`src/rtl/fetch_pkg.sv`:
```
// Shared widths, constants and types for the instruction fetch stage.
package fetch_pkg;
  localparam int ADDR_W  = 7;
  localparam int INSTR_W = 32;
  localparam int PC_STEP = 4;
  localparam logic [INSTR_W-1:0] NOP_INSTR = 32'h00000013;

  typedef logic [ADDR_W-1:0]  pc_t;
  typedef logic [INSTR_W-1:0] instr_t;
endpackage

```
`src/rtl/fetch_pc_reg.sv`:
```
// PC register: reset load, word-aligned redirect, and +4 advance with natural wrap.
module fetch_pc_reg #(
  parameter int ADDR_W = fetch_pkg::ADDR_W,
  parameter logic [ADDR_W-1:0] RESET_PC = '0
) (
  input  logic              clk,
  input  logic              rst,
  input  logic              redirect_valid,
  input  logic [ADDR_W-1:0] redirect_pc,
  input  logic              advance,
  output logic [ADDR_W-1:0] pc
);
  import fetch_pkg::*;

  // Low two bits are forced to zero so the PC can never become misaligned.
  always_ff @(posedge clk) begin
    if (rst)                 pc <= RESET_PC;
    else if (redirect_valid) pc <= {redirect_pc[ADDR_W-1:2], 2'b00};
    else if (advance)        pc <= pc + ADDR_W'(PC_STEP);
  end
endmodule

```
`src/rtl/instr_fetch.sv`:
```
// Fetch stage: drives imem_addr from the PC and holds the IF/ID register behind a valid/ready handshake.
// Optional FETCH_MISALIGN_TRAP_EN adds a registered misalign_trap pulse for unaligned redirect targets.
module instr_fetch #(
  parameter int ADDR_W  = fetch_pkg::ADDR_W,
  parameter int INSTR_W = fetch_pkg::INSTR_W,
  parameter logic [ADDR_W-1:0] RESET_PC = '0
) (
  input  logic               clk,
  input  logic               rst,
  input  logic               fetch_en,
  input  logic               redirect_valid,
  input  logic [ADDR_W-1:0]  redirect_pc,
  output logic [ADDR_W-1:0]  imem_addr,
  input  logic [INSTR_W-1:0] imem_data,
  output logic               out_valid,
  input  logic               out_ready,
  output logic [INSTR_W-1:0] out_instr,
`ifdef FETCH_MISALIGN_TRAP_EN
  output logic               misalign_trap,
`endif
  output logic [ADDR_W-1:0]  out_pc
);
  logic              load;
  logic              capture;
  logic [ADDR_W-1:0] pc;

  assign load      = !out_valid || out_ready;
  assign capture   = !redirect_valid && load && fetch_en;
  assign imem_addr = pc;

  fetch_pc_reg #(.ADDR_W(ADDR_W), .RESET_PC(RESET_PC)) u_pc (
    .clk            (clk),
    .rst            (rst),
    .redirect_valid (redirect_valid),
    .redirect_pc    (redirect_pc),
    .advance        (capture),
    .pc             (pc)
  );

  // Redirect flushes even a stalled word; a halted-but-free register just goes empty.
  always_ff @(posedge clk) begin
    if (rst) begin
      out_valid <= 1'b0;
      out_instr <= '0;
      out_pc    <= '0;
    end else if (redirect_valid) begin
      out_valid <= 1'b0;
    end else if (load) begin
      out_valid <= fetch_en;
      if (fetch_en) begin
        out_instr <= imem_data;
        out_pc    <= pc;
      end
    end
  end

`ifdef FETCH_MISALIGN_TRAP_EN
  always_ff @(posedge clk) begin
    if (rst) misalign_trap <= 1'b0;
    else     misalign_trap <= redirect_valid && (redirect_pc[1:0] != 2'b00);
  end
`endif
endmodule

```
`config.mk`:
```
export PLATFORM = sky130hd
export DESIGN_NAME = instr_fetch
export DESIGN_NICKNAME = d
export VERILOG_FILES = /design/src/rtl/fetch_pkg.sv /design/src/rtl/fetch_pc_reg.sv /design/src/rtl/instr_fetch.sv
export SDC_FILE = /design/constraint.sdc
export NUM_CORES = 1
export LEC_CHECK = 0
export ABC_AREA = 0
export CORE_UTILIZATION = 44
export DETAILED_ROUTE_END_ITERATION = 10
export PLACE_DENSITY_LB_ADDON = 0.08
export REMOVE_ABC_BUFFERS = 1
export SLEW_MARGIN = 0
export SYNTH_ARGS = -nofsm -noshare
export SYNTH_HDL_FRONTEND = slang
export SYNTH_SLANG_ARGS = --single-unit
```
`constraint.sdc`:
```
create_clock -name clk -period 2.4 [get_ports clk]
set_input_delay 0.36 -clock clk [delete_from_list [all_inputs] [get_ports clk]]
set_output_delay 0.36 -clock clk [all_outputs]
set_load 0.03 [all_outputs]
```
==> flow_summary.json, run 1 <==
{
  "outcome": "finished, final reports clean",
  "placedInstanceArea_um2": 2780,
  "synth_commonest_cells": "43 x dfxtp_1, 40 x nand4_1, 37 x a21oi_1, 37 x o31ai_1, 18 x clkbuf_1",
  "min_path_cells": 2,
  "grt_max_degree": 45,
  "r2r-start": "out_valid$_SDFFE_PP0P_",
  "synth.most_common_cell": "dfxtp_1",
  "n_antenna_cell": 0,
  "clock_latency_ps": 290,
  "critPathMaxStageDelay_ps": 710,
  "pwr_density_cell_nw_per_um2": 582,
  "synth.distinct_cells": 23,
  "grt-ovfl-total": 0,
  "crit_path_start_kind": "flip-flop",
  "worstPathMaxFanout": 6,
  "hold_violations": 0,
  "utilization_pct": 70.5,
  "yosysWarnings": 0,
  "synth_cells": 222,
  "holdPathEnd": "out_instr[21]$_SDFFE_PP0P_",
  "clk_path_buf_depth": 2,
  "async_flop_share_pct": 0,
  "rrSetupSlack_ps": 980,
  "max-vdd-ir-drop_mv": 0.401,
  "clkTransAtPathRegs_ps": 80,
  "post_drt_wl_per_cell_um": 16.0,
  "slew_headroom_pct": 64.0,
  "numCtsBuffers": 5,
  "period_needed_ps": 1790,
  "path_cells": "clkdlybuf4s50_1",
  "cts_resized": 0,
  "die_area_um2": 4640,
  "synth_ff_type": "dfxtp_1",
  "coreArea_um2": 4090,
  "critPathTopFamily": "buffers and inverters",
  "maxCapViolCount": 0,
  "gp_congestion": 0.729,
  "rsz0062_at_grt": "false",
  "fmax_mhz": 558,
  "antenna_found_initial": 0,
  "vias": 2071,
  "path_buf_inv": 1,
  "skew_ps": 4.93,
  "cts_hold_buf": 0,
  "area_growth_pct": 49.8,
  "r2r-end": "u_pc.pc[4]$_SDFFE_PP0P_",
  "drive_above_1_share_pct": 7.17,
  "crit_arrival_ps": 1430,
  "grt_pass1_vias": 1844,
  "cts.sinks": 43,
  "post-route-period-util_pct": 74.7,
  "nFillCells": 337,
  "finalSetupViolations": 0,
  "cts_tree": "yes",
  "top_level_ports": 91,
  "stdcell_area_um2": 2880,
  "synth_top_cell_area_share_pct": 44.8,
  "post-dp-hpwl_um": 3480,
  "firstDrtPassIters": 6,
  "final-max-slew-violation-count": 0,
  "antenna_left": 0,
  "worstPathRequired_ps": 2040,
  "die_y_um": 68.1,
  "rows": 23,
  "leakage_uw": 0.00103,
  "hold-worst-slack_ps": 469,
  "port_buffers": 84,
  "worstMarginPinSlew_ps": 540,
  "cpMaxStageDelayCell": "clkdlybuf4s50_1",
  "nNetsFinal": 338,
  "die_x_um": 68.1,
  "synth_area_leaders": "dfxtp_1 45%, o31ai_1 14%, nand4_1 13%",
  "synth_edf_count": 0,
  "cts_root_buf": "clkbuf_8",
  "routed_wirelength_um": 5500,
  "syn_area_per_cell_um2": 8.66,
  "grt_pass1_wl_um": 8540,
  "drtIter0Drc": 168,
  "start_util_pct": 47.1,
  "netlist_area_um2": 1920,
  "crit_type": "reg -> out",
  "grt_usage_pct": 24.5,
  "routed_via_density": 6.04,
  "synth-seq-area-share_pct": 44.8,
  "min_path_type": "reg -> reg",
  "total_power_uw": 1680,
  "cp-end-kind": "output port",
  "min_from": "out_instr[21]$_SDFFE_PP0P_",
  "drcViolationCount": 0,
  "yosys_register_bits": 43,
  "post_cts_buffers": 0,
  "reg2reg_depth": 3,
  "cts-htree-levels": 2,
  "finalSetupTns_ps": 0,
  "synth_largest_area_cell": "dfxtp_1"
}
-- sequential cells by signal (all words and copies together), names as in the netlist --
register	cells
u_pc.pc	5
out_pc	5
out_instr	32
out_valid	1
-- cells in the final DEF, fill, tap and decap left out --
master and instances:
clkbuf_1 1, inv_2 1, conb_1 4, a21oi_1 37, a31o_1 2, ha_1 1, a31o_2 1, a311oi_1 5
clkbuf_8 5, o31ai_1 37, nand2b_1 1, buf_4 12, dfxtp_1 43, clkdlybuf4s50_1 84, a211oi_1 1, buf_12 1
and3_1 2, and2b_1 1, o21ai_1 2, nand4_1 40, bufinv_16 1, nor2_1 5, nand3_1 1, or3_1 1
inv_1 4
-- final cells by class --
type / count / area, µm² / area share [%]
Clock inverter: 1 / 30.0 / 1.04
Multi-Input combinational cell: 141 / 885 / 30.7
Tap cell: 50 / 62.6 / 2.17
Timing Repair Buffer: 97 / 951 / 33.0
Sequential cell: 43 / 861 / 29.9
Inverter: 5 / 18.8 / 0.652
Clock buffer: 6 / 72.6 / 2.52
-- metrics by stage --
step	setup slack (ps)	instances
after floorplan	507	189
after CTS	607	343
final	608	343
after global placement	476	336
after detailed placement	446	336
after global routing	547	343
-- report_power, final --
part	leakage, µW	switching (µW)	internal (µW)
logic	0.000628	196	161
clock network	0.0000513	244	305
registers	0.000352	22.6	748
total	0.00103	462	1210
-- logic make-up (layout without fill, tap and decap cells) --
logic type / count (synthesis) / in the layout / synth area share (%)
compound gates: 85 / 85 / 28.6
simple gates: 51 / 51 / 15.9
buf+inv: 41 / 109 / 9.82
fa+ha+maj: 1 / 1 / 0.651
flops: 43 / 43 / 44.8
other cells: 1 / 4 / 0.195
-- layer usage --
layer | vias to the layer above | wire [µm] | GRT usage (%)
li1 | 987 | - | -
met5 | - | 0 | 0
met3 | 6 | 437 | 5.33
met4 | 0 | 55 | 9.90
met1 | 992 | 2400 | 30.0
met2 | 86 | 2610 | 41.3
-- worst max path at each step --
stage	start	end	slack (ps)	cells after the start
floorplan	out_valid$_SDFFE_PP0P_	u_pc.pc[5]$_SDFFE_PP0P_	510	3
global placement	out_ready	out_instr[31]$_SDFFE_PP0P_	480	5
detailed placement	out_ready	out_instr[1]$_SDFFE_PP0P_	450	5
CTS	u_pc.pc[2]$_SDFFE_PP0P_	imem_addr[2]	610	1
global route	u_pc.pc[2]$_SDFFE_PP0P_	imem_addr[2]	550	1
finish	u_pc.pc[2]$_SDFFE_PP0P_	imem_addr[2]	610	1
Note: power is estimated with default switching activity, not from simulation.
==> run 2, diff against run 1 <==
--- a/config.mk
+++ b/config.mk
@@ -6,7 +6,7 @@
 export NUM_CORES = 1
 export LEC_CHECK = 0
 export ABC_AREA = 0
-export CORE_UTILIZATION = 44
+export CORE_UTILIZATION = 37
 export DETAILED_ROUTE_END_ITERATION = 10
 export PLACE_DENSITY_LB_ADDON = 0.08
 export REMOVE_ABC_BUFFERS = 1
==> constraint.sdc (replaced) <==
create_clock -name clk -period 1.5 [get_ports clk]
set_input_delay 0.225 -clock clk [delete_from_list [all_inputs] [get_ports clk]]
set_output_delay 0.225 -clock clk [all_outputs]
set_load 0.03 [all_outputs]
==> run 2 against run 1 <==
Against the previous run:
- power rose by 54%
- setup slack got worse by 490 ps
- die area rose by 18%
- clock skew fell by 2.6 ps
- global-route usage fell by 3.6 points
- non-clock buffer count rose by 6
- first-iteration DRC count fell by 41%
- wire length rose by 0.75%
- clock power rose by 46%
- worst hold slack got worse by 170 ps
- final area rose by 1.5%
==> flow_summary.json, run 2 (synthesis results as in run 1) <==
{
  "outcome": "finished, final reports clean",
  "coreArea_um2": 4850,
  "r2r-end": "u_pc.pc[6]$_SDFFE_PP0P_",
  "post-dp-hpwl_um": 3770,
  "routed_via_density": 5.59,
  "routed_wirelength_um": 5540,
  "reg_top3": "out_instr: 32 flops, out_pc: 5 flops, u_pc.pc: 5 flops",
  "port_buffers": 84,
  "rrSetupSlack_ps": 140,
  "critPathTopFamily": "flip-flops",
  "nFillCells": 455,
  "top_level_ports": 91,
  "path_cells": "dlygate4sd2_1",
  "grt_usage_pct": 20.9,
  "cpMaxStageDelayCell": "dfxtp_1",
  "area_growth_pct": 52.0,
  "min_path_cells": 3,
  "skew_ps": 2.28,
  "firstDrtPassIters": 4,
  "finalSetupViolations": 0,
  "worstPathRequired_ps": 1270,
  "holdPathEnd": "out_pc[3]$_SDFFE_PP0P_",
  "r2r-start": "u_pc.pc[2]$_SDFFE_PP0P_",
  "antenna_found_initial": 0,
  "die_x_um": 74.1,
  "period_needed_ps": 1380,
  "stdcell_area_um2": 2920,
  "grt-ovfl-total": 0,
  "pwr_density_cell_nw_per_um2": 884,
  "cts.sinks": 43,
  "antenna_left": 0,
  "fmax_mhz": 725,
  "reg2reg_depth": 4,
  "final-max-slew-violation-count": 0,
  "die_area_um2": 5490,
  "start_util_pct": 39.7,
  "crit_path_start_kind": "flip-flop",
  "drcViolationCount": 0,
  "fin_ws_ps": 121,
  "drive_above_1_share_pct": 9.67,
  "n_antenna_cell": 0,
  "gp_congestion": 0.800,
  "post_cts_buffers": 0,
  "path_buf_inv": 1,
  "regMostFlops": "out_instr",
  "cts-htree-levels": 2,
  "largest_reg_flops": 32,
  "numCtsBuffers": 5,
  "grt_pass1_wl_um": 8870,
  "min_from": "fetch_en",
  "grt_max_degree": 35,
  "post-route-period-util_pct": 91.9,
  "critPathMaxStageDelay_ps": 430,
  "grt_pass1_vias": 1896,
  "total_power_uw": 2580,
  "post-place-ws_ps": -135,
  "maxCapViolCount": 0,
  "drtIter0Drc": 99,
  "crit_type": "reg -> out",
  "max-vdd-ir-drop_mv": 0.464,
  "clock_latency_ps": 290,
  "hold_violations": 0,
  "vias": 2050,
  "rows": 25,
  "cts_root_buf": "clkbuf_8",
  "placedInstanceArea_um2": 2880,
  "layout_common_cells": "43 x dfxtp_1, 43 x dlygate4sd2_1, 40 x nand4_1, 40 x clkdlybuf4s50_1",
  "worstPathMaxFanout": 6,
  "leakage_uw": 0.00125,
  "clk_path_buf_depth": 2,
  "clkTransAtPathRegs_ps": 80,
  "utilization_pct": 60.3,
  "nNetsFinal": 344,
  "post_drt_wl_per_cell_um": 15.1,
  "cts_tree": "yes",
  "hold-worst-slack_ps": 299,
  "die_y_um": 74.1,
  "cp-end-kind": "output port",
  "multi_input_area_um2": 885,
  "min_path_type": "in -> reg",
  "cts_resized": 43,
  "rsz0062_at_grt": "false",
  "cp-startpoint": "u_pc.pc[2]$_SDFFE_PP0P_",
  "cts_hold_buf": 0,
  "seqCellArea_um2": 861,
  "crit_arrival_ps": 1150
}
run 2: metal layers:
metal  vias to the layer above  GRT usage [%]  wire length, µm
met5                         -              0                0
met2                        76           35.3             2560
li1                       1001              -                -
met1                       966           25.9             2520
met4                         0           7.05               70
met3                         7           5.15              383
run 2: worst max path at each step:
stage	endpoint	slack (ps)	cells past startpoint
floorplan	u_pc.pc[5]$_SDFFE_PP0P_	-390	3
global placement	u_pc.pc[2]$_SDFFE_PP0P_	-90	4
detailed placement	out_instr[10]$_SDFFE_PP0P_	-130	5
CTS	imem_addr[2]	110	1
global route	u_pc.pc[6]$_SDFFE_PP0P_	70	4
finish	imem_addr[2]	120	1
run 2: stage by stage:
| stage | cells | TNS, ps |
|---|---|---|
| floorplan | 189 | -6140 |
| global placement | 359 | -2720 |
| detailed placement | 359 | -3260 |
| CTS | 367 | 0 |
| global route | 367 | 0 |
| finish | 367 | 0 |
run 2: cell type report:
| cell class | instances | area share [%] |
|---|---|---|
| clock buffer | 8 | 3.42 |
| multi-input combinational | 141 | 30.3 |
| tap | 67 | 2.87 |
| timing repair buffer | 103 | 33.3 |
| inverter | 5 | 0.642 |
| sequential | 43 | 29.5 |
run 2: where the power goes:
group          switching, µW  total (µW)  internal [µW]  leakage (µW)
sequential              34.8        1230           1200      0.000352
combinational            314         551            237      0.000850
clock                    381         801            420     0.0000515
total                    730        2580           1850       0.00125
